[src/rtl/contador_bcd_n_if.sv]
// Bus bundle for the N-digit BCD counter: control inputs, load data and
// the registered outputs. The master side drives control, the slave side
// (the counter) drives sal/tc/err.
//
// Handshake: there is no valid/ready pair on this bus. Every posedge of
// clk samples load/clk_en/up/din. The registered outputs sal/tc/err are
// valid on every cycle after reset has been applied.
interface contador_bcd_n_if #(
  parameter int DIGITS = 3
);
  logic                  clk_en;
  logic                  up;
  logic                  load;
  logic [4*DIGITS-1:0]   din;
  logic [4*DIGITS-1:0]   sal;
  logic                  tc;
  logic                  err;

  modport master (
    output clk_en, up, load, din,
    input  sal, tc, err
  );

  modport slave (
    input  clk_en, up, load, din,
    output sal, tc, err
  );
endinterface

[src/rtl/contador_bcd_n.sv]
// Parametrised N-digit packed-BCD up/down counter with validated parallel
// load, terminal-count pulse, sticky invalid-load flag and wrap/saturate
// behaviour at the limits. The carry/borrow chain is evaluated across all
// digits in a single cycle.
module contador_bcd_n #(
  parameter int DIGITS = 3,
  parameter bit WRAP   = 1'b1
) (
  input  logic             clk,
  input  logic             rst,
  contador_bcd_n_if.slave  bus
);
  localparam int W = 4 * DIGITS;

  logic [W-1:0] sal_q;
  logic         tc_q;
  logic         err_q;

  logic [W-1:0] step_val;
  logic         at_limit;
  logic         din_ok;
  logic         chain;
  logic [3:0]   digit;

  assign bus.sal = sal_q;
  assign bus.tc  = tc_q;
  assign bus.err = err_q;

  // Next count value, terminal detection and load-data validation.
  // 'chain' carries the increment (or borrow) into the next digit; it is
  // still set after the last digit only when every digit was 9 (up) or 0
  // (down), which is exactly the terminal condition.
  always_comb begin
    step_val = sal_q;
    chain    = 1'b1;
    din_ok   = 1'b1;
    digit    = 4'd0;
    for (int i = 0; i < DIGITS; i++) begin
      digit = sal_q[4*i +: 4];
      if (chain) begin
        if (bus.up) begin
          if (digit == 4'd9) begin
            step_val[4*i +: 4] = 4'd0;
          end else begin
            step_val[4*i +: 4] = digit + 4'd1;
            chain = 1'b0;
          end
        end else begin
          if (digit == 4'd0) begin
            step_val[4*i +: 4] = 4'd9;
          end else begin
            step_val[4*i +: 4] = digit - 4'd1;
            chain = 1'b0;
          end
        end
      end
      if (bus.din[4*i +: 4] > 4'd9) begin
        din_ok = 1'b0;
      end
    end
    at_limit = chain;
  end

  // State update: reset beats load, load beats counting, otherwise hold.
  // In saturate mode the value is frozen at the limit while tc still pulses.
  always_ff @(posedge clk) begin
    if (rst) begin
      sal_q <= '0;
      tc_q  <= 1'b0;
      err_q <= 1'b0;
    end else if (bus.load) begin
      tc_q <= 1'b0;
      if (din_ok) begin
        sal_q <= bus.din;
      end else begin
        err_q <= 1'b1;
      end
    end else if (bus.clk_en) begin
      tc_q <= at_limit;
      if (!(at_limit && !WRAP)) begin
        sal_q <= step_val;
      end
    end else begin
      tc_q <= 1'b0;
    end
  end
endmodule
[src/flat_wrapper.sv]
// flat-port wrapper written by rule: the top's interface ports become plain ports
module contador_bcd_n_flat 
#(
  parameter int DIGITS = 3,
  parameter bit WRAP   = 1'b1
)
  (clk, rst, bus_clk_en, bus_up, bus_load, bus_din, bus_sal, bus_tc, bus_err);
  contador_bcd_n_if #(.DIGITS(DIGITS)) bus_i ();
  input  logic clk;
  input  logic rst;
  input wire logic [$bits(bus_i.clk_en)-1:0] bus_clk_en;
  input wire logic [$bits(bus_i.up)-1:0] bus_up;
  input wire logic [$bits(bus_i.load)-1:0] bus_load;
  input wire logic [$bits(bus_i.din)-1:0] bus_din;
  output wire logic [$bits(bus_i.sal)-1:0] bus_sal;
  output wire logic [$bits(bus_i.tc)-1:0] bus_tc;
  output wire logic [$bits(bus_i.err)-1:0] bus_err;
  assign bus_i.clk_en = bus_clk_en;
  assign bus_i.up = bus_up;
  assign bus_i.load = bus_load;
  assign bus_i.din = bus_din;
  assign bus_sal = bus_i.sal;
  assign bus_tc = bus_i.tc;
  assign bus_err = bus_i.err;
  contador_bcd_n #(.DIGITS(DIGITS), .WRAP(WRAP)) u_core (.clk(clk), .rst(rst), .bus(bus_i));
endmodule
[config.mk]
export PLATFORM = sky130hd
export DESIGN_NAME = contador_bcd_n_flat
export DESIGN_NICKNAME = d
export VERILOG_FILES = /design/src/rtl/contador_bcd_n_if.sv /design/src/rtl/contador_bcd_n.sv /design/src/flat_wrapper.sv
export SDC_FILE = /design/constraint.sdc
export NUM_CORES = 1
export LEC_CHECK = 0
export CAP_MARGIN = 5
export CORE_ASPECT_RATIO = 1.4
export CORE_MARGIN = 4
export CORE_UTILIZATION = 44
export CTS_BUF_LIST = sky130_fd_sc_hd__clkbuf_16
export DETAILED_ROUTE_END_ITERATION = 16
export GPL_ROUTABILITY_DRIVEN = 0
export PLACE_DENSITY = 0.76
export SYNTH_ARGS = -nofsm -noshare
export SYNTH_HDL_FRONTEND = slang
export SYNTH_SLANG_ARGS = --single-unit
[constraint.sdc]
create_clock -name clk -period 1.8 [get_ports clk]
set_clock_uncertainty 0.05 [all_clocks]
set_input_delay 0.36 -clock clk [delete_from_list [all_inputs] [get_ports clk]]
set_output_delay 0.36 -clock clk [all_outputs]
set_load 0.1 [all_outputs]
Yosys cells after proc, flatten, opt, wreduce, memory -nomap -nowiden
Cells that the tools add are included.
{ "word_totals": {"reg_bits": 14, "latchBits": 0, "mem_bits_rw": 0, "romBits": 0, "inputBits": 17, "output_inout_bits": 14, "word_cells": 59, "n_memories": 0} }
{ "op_classes": {"n_addsub": 6, "multipliers": 0, "n_div": 0, "n_lt_le_gt_ge": 3, "eq_ne": 4, "n_shift": 0, "mux": 27, "bitwise_logic": 3, "reduce_logical": 11} }
{ "ops": {"columns": ["op", "n"], "rows": [
  ["4-bit two-way mux", 11],
  ["12-bit two-way mux", 3],
  ["1-bit two-way mux", 13],
  ["4-bit by 1-bit adder with 4-bit output, second input constant", 3],
  ["4-bit == test, second input constant", 3],
  ["4-bit greater-than comparator, second input constant", 3],
  ["4-bit logical NOT", 3],
  ["4-bit by 1-bit subtractor with 4-bit output, second input constant", 3],
  ["3-bit AND reduction", 2],
  ["2-bit nonzero test", 3],
  ["2-bit AND reduction", 2],
  ["4-bit OR reduction", 1],
  ["1-bit NOT", 3],
  ["2-bit by 1-bit inequality test with 1-bit output, second input constant", 1]
]} }

Depth between registers and ports, before layout
{ "depth": {"word_depth": 7, "depth_mapped": 6, "ltp_nobuf": 4} }

Worst setup path after synthesis
No wires, ideal clock.
{ "synth_timing": {"path_type": "register -> register", "start": "register u_core.sal_q[3] (netlist: u_core.bus.sal[3])", "end": "register u_core.sal_q[2] (netlist: u_core.bus.sal[2])", "setup_time_ns": 0.101, "arrival_ns": 2.304, "required_time_ns": 1.649, "path_slack_ns": -0.655, "stages_incl_launch_ff": 6, "n_path_buf": 1, "period_less_slack_ns": 2.455, "path_cell_list": "dfxtp_1 -> clkbuf_1 -> or4b_2 -> a21oi_1 -> a311oi_1 -> o41ai_1"} }
{ "synth_between": {"elab_chain_len": 5, "elab_cells_between_ends": 7, "classes_between": "1 x eq/ne; 5 x mux; 1 x reduce/logical"} }
{ "synth_lines": {"columns": ["element", "line", "rtl"], "rows": [
  ["from (decl)", "contador_bcd_n.sv:15", "logic [W-1:0] sal_q;"],
  ["from (signal assigned)", "contador_bcd_n.sv:74", "sal_q <= bus.din;"],
  ["from (signal assigned)", "contador_bcd_n.sv:81", "sal_q <= step_val;"],
  ["4-bit == test / 4-bit logical NOT (equally long branches)", "contador_bcd_n.sv:42, contador_bcd_n.sv:49", null],
  ["4-bit two-way mux (on tied branches)", "contador_bcd_n.sv:42, contador_bcd_n.sv:49", null],
  ["4-bit two-way mux *", "contador_bcd_n.sv:41", "if (bus.up) begin"],
  ["12-bit two-way mux *", "contador_bcd_n.sv:78", "end else if (bus.clk_en) begin"],
  ["12-bit two-way mux *", "contador_bcd_n.sv:71", "end else if (bus.load) begin"]
]} }
Mark *: on every way between the ends. The rest lies on a longest branch, timed or not. The select of a mux whose other input is x is not followed.
A chain may end at the register's enable or synchronous reset.

Final worst setup path
{ "layout_timing": {"start": "input port bus_up", "end": "register u_core.sal_q[8] (netlist: u_core.bus.sal[8])"} }
{ "layout_between": {"elab_chain_len": 4, "elab_cells_between_ends": 9, "classes_between": "7 x mux; 2 x reduce/logical"} }
{ "layout_lines": {"columns": ["element", "line", "rtl"], "rows": [
  ["from (decl)", "flat_wrapper.sv:12", "input wire logic [$bits(bus_i.up)-1:0] bus_up;"],
  ["1-bit two-way mux / 4-bit two-way mux (equally long branches)", "contador_bcd_n.sv:41", null],
  ["1-bit two-way mux / 4-bit two-way mux (equally long branches)", "contador_bcd_n.sv:40", "if (chain) begin"],
  ["2-bit nonzero test (no source line) / 12-bit two-way mux (equally long branches)", null, null],
  ["3-bit AND reduction (no source line) / 12-bit two-way mux (equally long branches)", null, null]
]} }
Parallel ways exist; a longest one is shown, timed or not. The select of a mux whose other input is x is not followed.

==> run summary <==
Status - finished, violations left
Violated checks - setup timing
Max VDD drop - 0.505 mV
Clk buf depth - 2
Final WS setup - -33.5 ps
Hold crit path type - reg2reg
Distinct cells, synth - 49
CP peak stage delay - 410 ps
Worst Hold Endpoint - u_core.bus.err
I/O pins - 31
Post-DP HPWL - 3020 um
Post-Synth Simple-Gate Area - 31.6%
Tmin final - 1830 ps
Post-synth top area share - 23.6%
Unrepaired setup endpoints after global routing - yes
Critical Setup Path Class - in2reg
CTS root buf - clkbuf_16
Cell with the most instances after synthesis - clkbuf_1
Die area - 3610 um^2
Worst Setup End Kind - flop
Port-buffer cells - 30
CP max FO - 3
Slew Limit Fails - 0
Synthesis warning total - 0
Min Hold Slack - 492 ps
Die W - 51.9 um
Pre-antenna DRT Iters - 4
Period Utilization, post-route - 102%
Starting Density - 45.4%
Post-synth EDFFs - 0
CTS Sinks - 14
DRT iter0 DRCs - 70
Global Route Usage Sum - 25.1%
Synth Area in Adders - 0%
Reg2reg end - u_core.bus.sal[8]
Die Ht - 69.5 um
# setup viols final - 1
Pwr per Cell Area - 664 nW/um^2
Area Overhead vs Synth - 74.2%
Via/cell ratio - 6.34
CP Launch Type - input pin
Final Hold Fails - 0
Tightest Pin Transition - 402 ps
CTS tree - built
Total Power - 0.00137 W
ANT nets after route - 0
Hold Path Depth - 2
Sequential area share after synthesis - 23.6%
P_leak - 0.804 nW
Xor and xnor fraction of the mapped netlist area - 3.69%
CTS Buf Count - 3
Vias in the first global route - 1486
Max Clock Freq - 545 MHz
FP Rows - 22
Antenna diodes - 0
Syn_nets - 175
Main combinational cell family by area after synthesis - compound AO/OA/AOI/OAI gates
Slew HR - 72.5%
Filler cells - 169
WP data arrival - 1950 ps
Register bit total from synthesis - 14
Synth top cells by count - clkbuf_1, dfxtp_1, nand3_1, nor3_1, o21ai_0
Worst r2r src - u_core.bus.sal[4]
Post-synthesis mux area share - 0.843%
Total wire length - 4470 um
Routed via count - 1554
Max Cap Violations - 0
Mapped Area - 1190 um^2
Core ar. - 2620 um^2
Clock slew at reported path FFs - 50 ps
Avg Inst Size Synth - 7.52 um^2
Layout cell share with drive strength beyond 1 - 38.3%
Worst R2R Setup Slack - -30 ps
CP Cell Sequence - dlygate4sd2_1 > or3_4 > a2111o_1 > or4_1 > a31oi_1
H-Tree Depth - 1
Hold Startpoint - u_core.bus.err
Syn Inst Count - 158
Core Util, Final - 79.1%
# nets final - 227
Synth Flop Type - dfxtp_1
Synth Area in Compound Gates - 33.6%
DRC Markers - 0
Top cell type by total area after synthesis - dfxtp_1
Gr ovfl total - 0
Insertion delay to the later sink of the worst-skew pair - 250 ps
Largest cells by area after synthesis - dfxtp_1, clkbuf_1, nand3_1, nor2b_1, nor3_1
WP data required - 1920 ps
Initial antenna violation count - 0
Pin count of the biggest net entering global routing - 15
Worst-case reg-to-reg path depth - 4
Slowest cell on crit path - a2111o_1
First-pass GRT wire length - 6980 um
Avg WL per Cell - 18.2 um
Hold buffers post-CTS - 0
Post-synth ARST share - 0%
cells by family (layout without fill, tap and decap cells):
kind of cell    after synthesis  count (layout)
compound gates               54              54
xor+xnor                      5               5
buf+inv                      21              72
flops                        14              14
mux                           1               1
simple gates                 63              63
critical path: cells and delay by family:
family          cells  cell delay [ps]
compound gates      2              580
buf+inv             1              270
simple gates        2              750
flip-flops by register name, indices dropped and copies added (netlist names):
name            count
u_core.bus.err      1
u_core.bus.sal     12
u_core.bus.tc       1
per-layer routing:
metal,share of wire [%],vias up,track usage [%]
met5,0,-,0
met4,4.0,0,14.0
met3,5.1,14,3.44
met2,52,70,43.8
met1,39,745,27.7
li1,-,725,-
final cells by class:
type                    count  area (um^2)  area share (%)
clock inverters             1         3.75           0.181
inverters                   5         18.8           0.907
repair buffers             63          691            33.4
well taps                  36         45.0            2.18
flip-flops and latches     14          313            15.1
clock buffers               3         75.1            3.63
multi-input cells         123          922            44.6
through the flow:
step	cells	TNS [ps]	setup WS, ps	cell area [um^2]
floorplan	158	-346	-131	1240
global placement	239	-4020	-474	1890
detailed placement	239	-4450	-514	1890
CTS	245	-195	-81.8	2010
global route	245	-278	-118	2070
finish	245	-33.5	-33.5	2070
worst max path at each step:
| stage | to | startpoint | slack (ps) |
|---|---|---|---|
| floorplan | u_core.bus.sal[8] | u_core.bus.sal[7] | -130 |
| global placement | u_core.bus.sal[8] | bus_up | -470 |
| detailed placement | u_core.bus.sal[8] | bus_up | -510 |
| CTS | u_core.bus.sal[9] | u_core.bus.sal[4] | -80 |
| global route | u_core.bus.sal[8] | bus_up | -120 |
| finish | u_core.bus.sal[8] | bus_up | -30 |
cell usage in the layout, fill, tap and decap left out, types with 3 or more instances in the layout:
cell and count:
clkbuf_16 3, dfxtp_4 7, nor2_1 8, o211ai_1 3
nor4_1 3, inv_1 5, a21oi_1 5, dfxtp_2 5
o21ai_0 8, buf_4 32, nor3_1 9, xnor2_1 3
clkdlybuf4s50_1 15, buf_12 14, nand3_1 10, nand2b_1 3
nor2b_1 7, and4b_1 3
where the power goes:
part           total, W  internal, W  switching [W]
Clock          0.000439     0.000295       0.000144
Combinational  0.000557     0.000242       0.000315
Sequential     0.000377     0.000330      0.0000471
Total           0.00137     0.000867       0.000506
what timing repair did:
action / 4_1_cts / 5_1_grt
pin swaps: 6 / 4
resized for setup: 8 / 12
buffers inserted: 2 / 0
setup endpoints to repair: 11 / 10
Note: power is estimated with default switching activity, not from simulation.
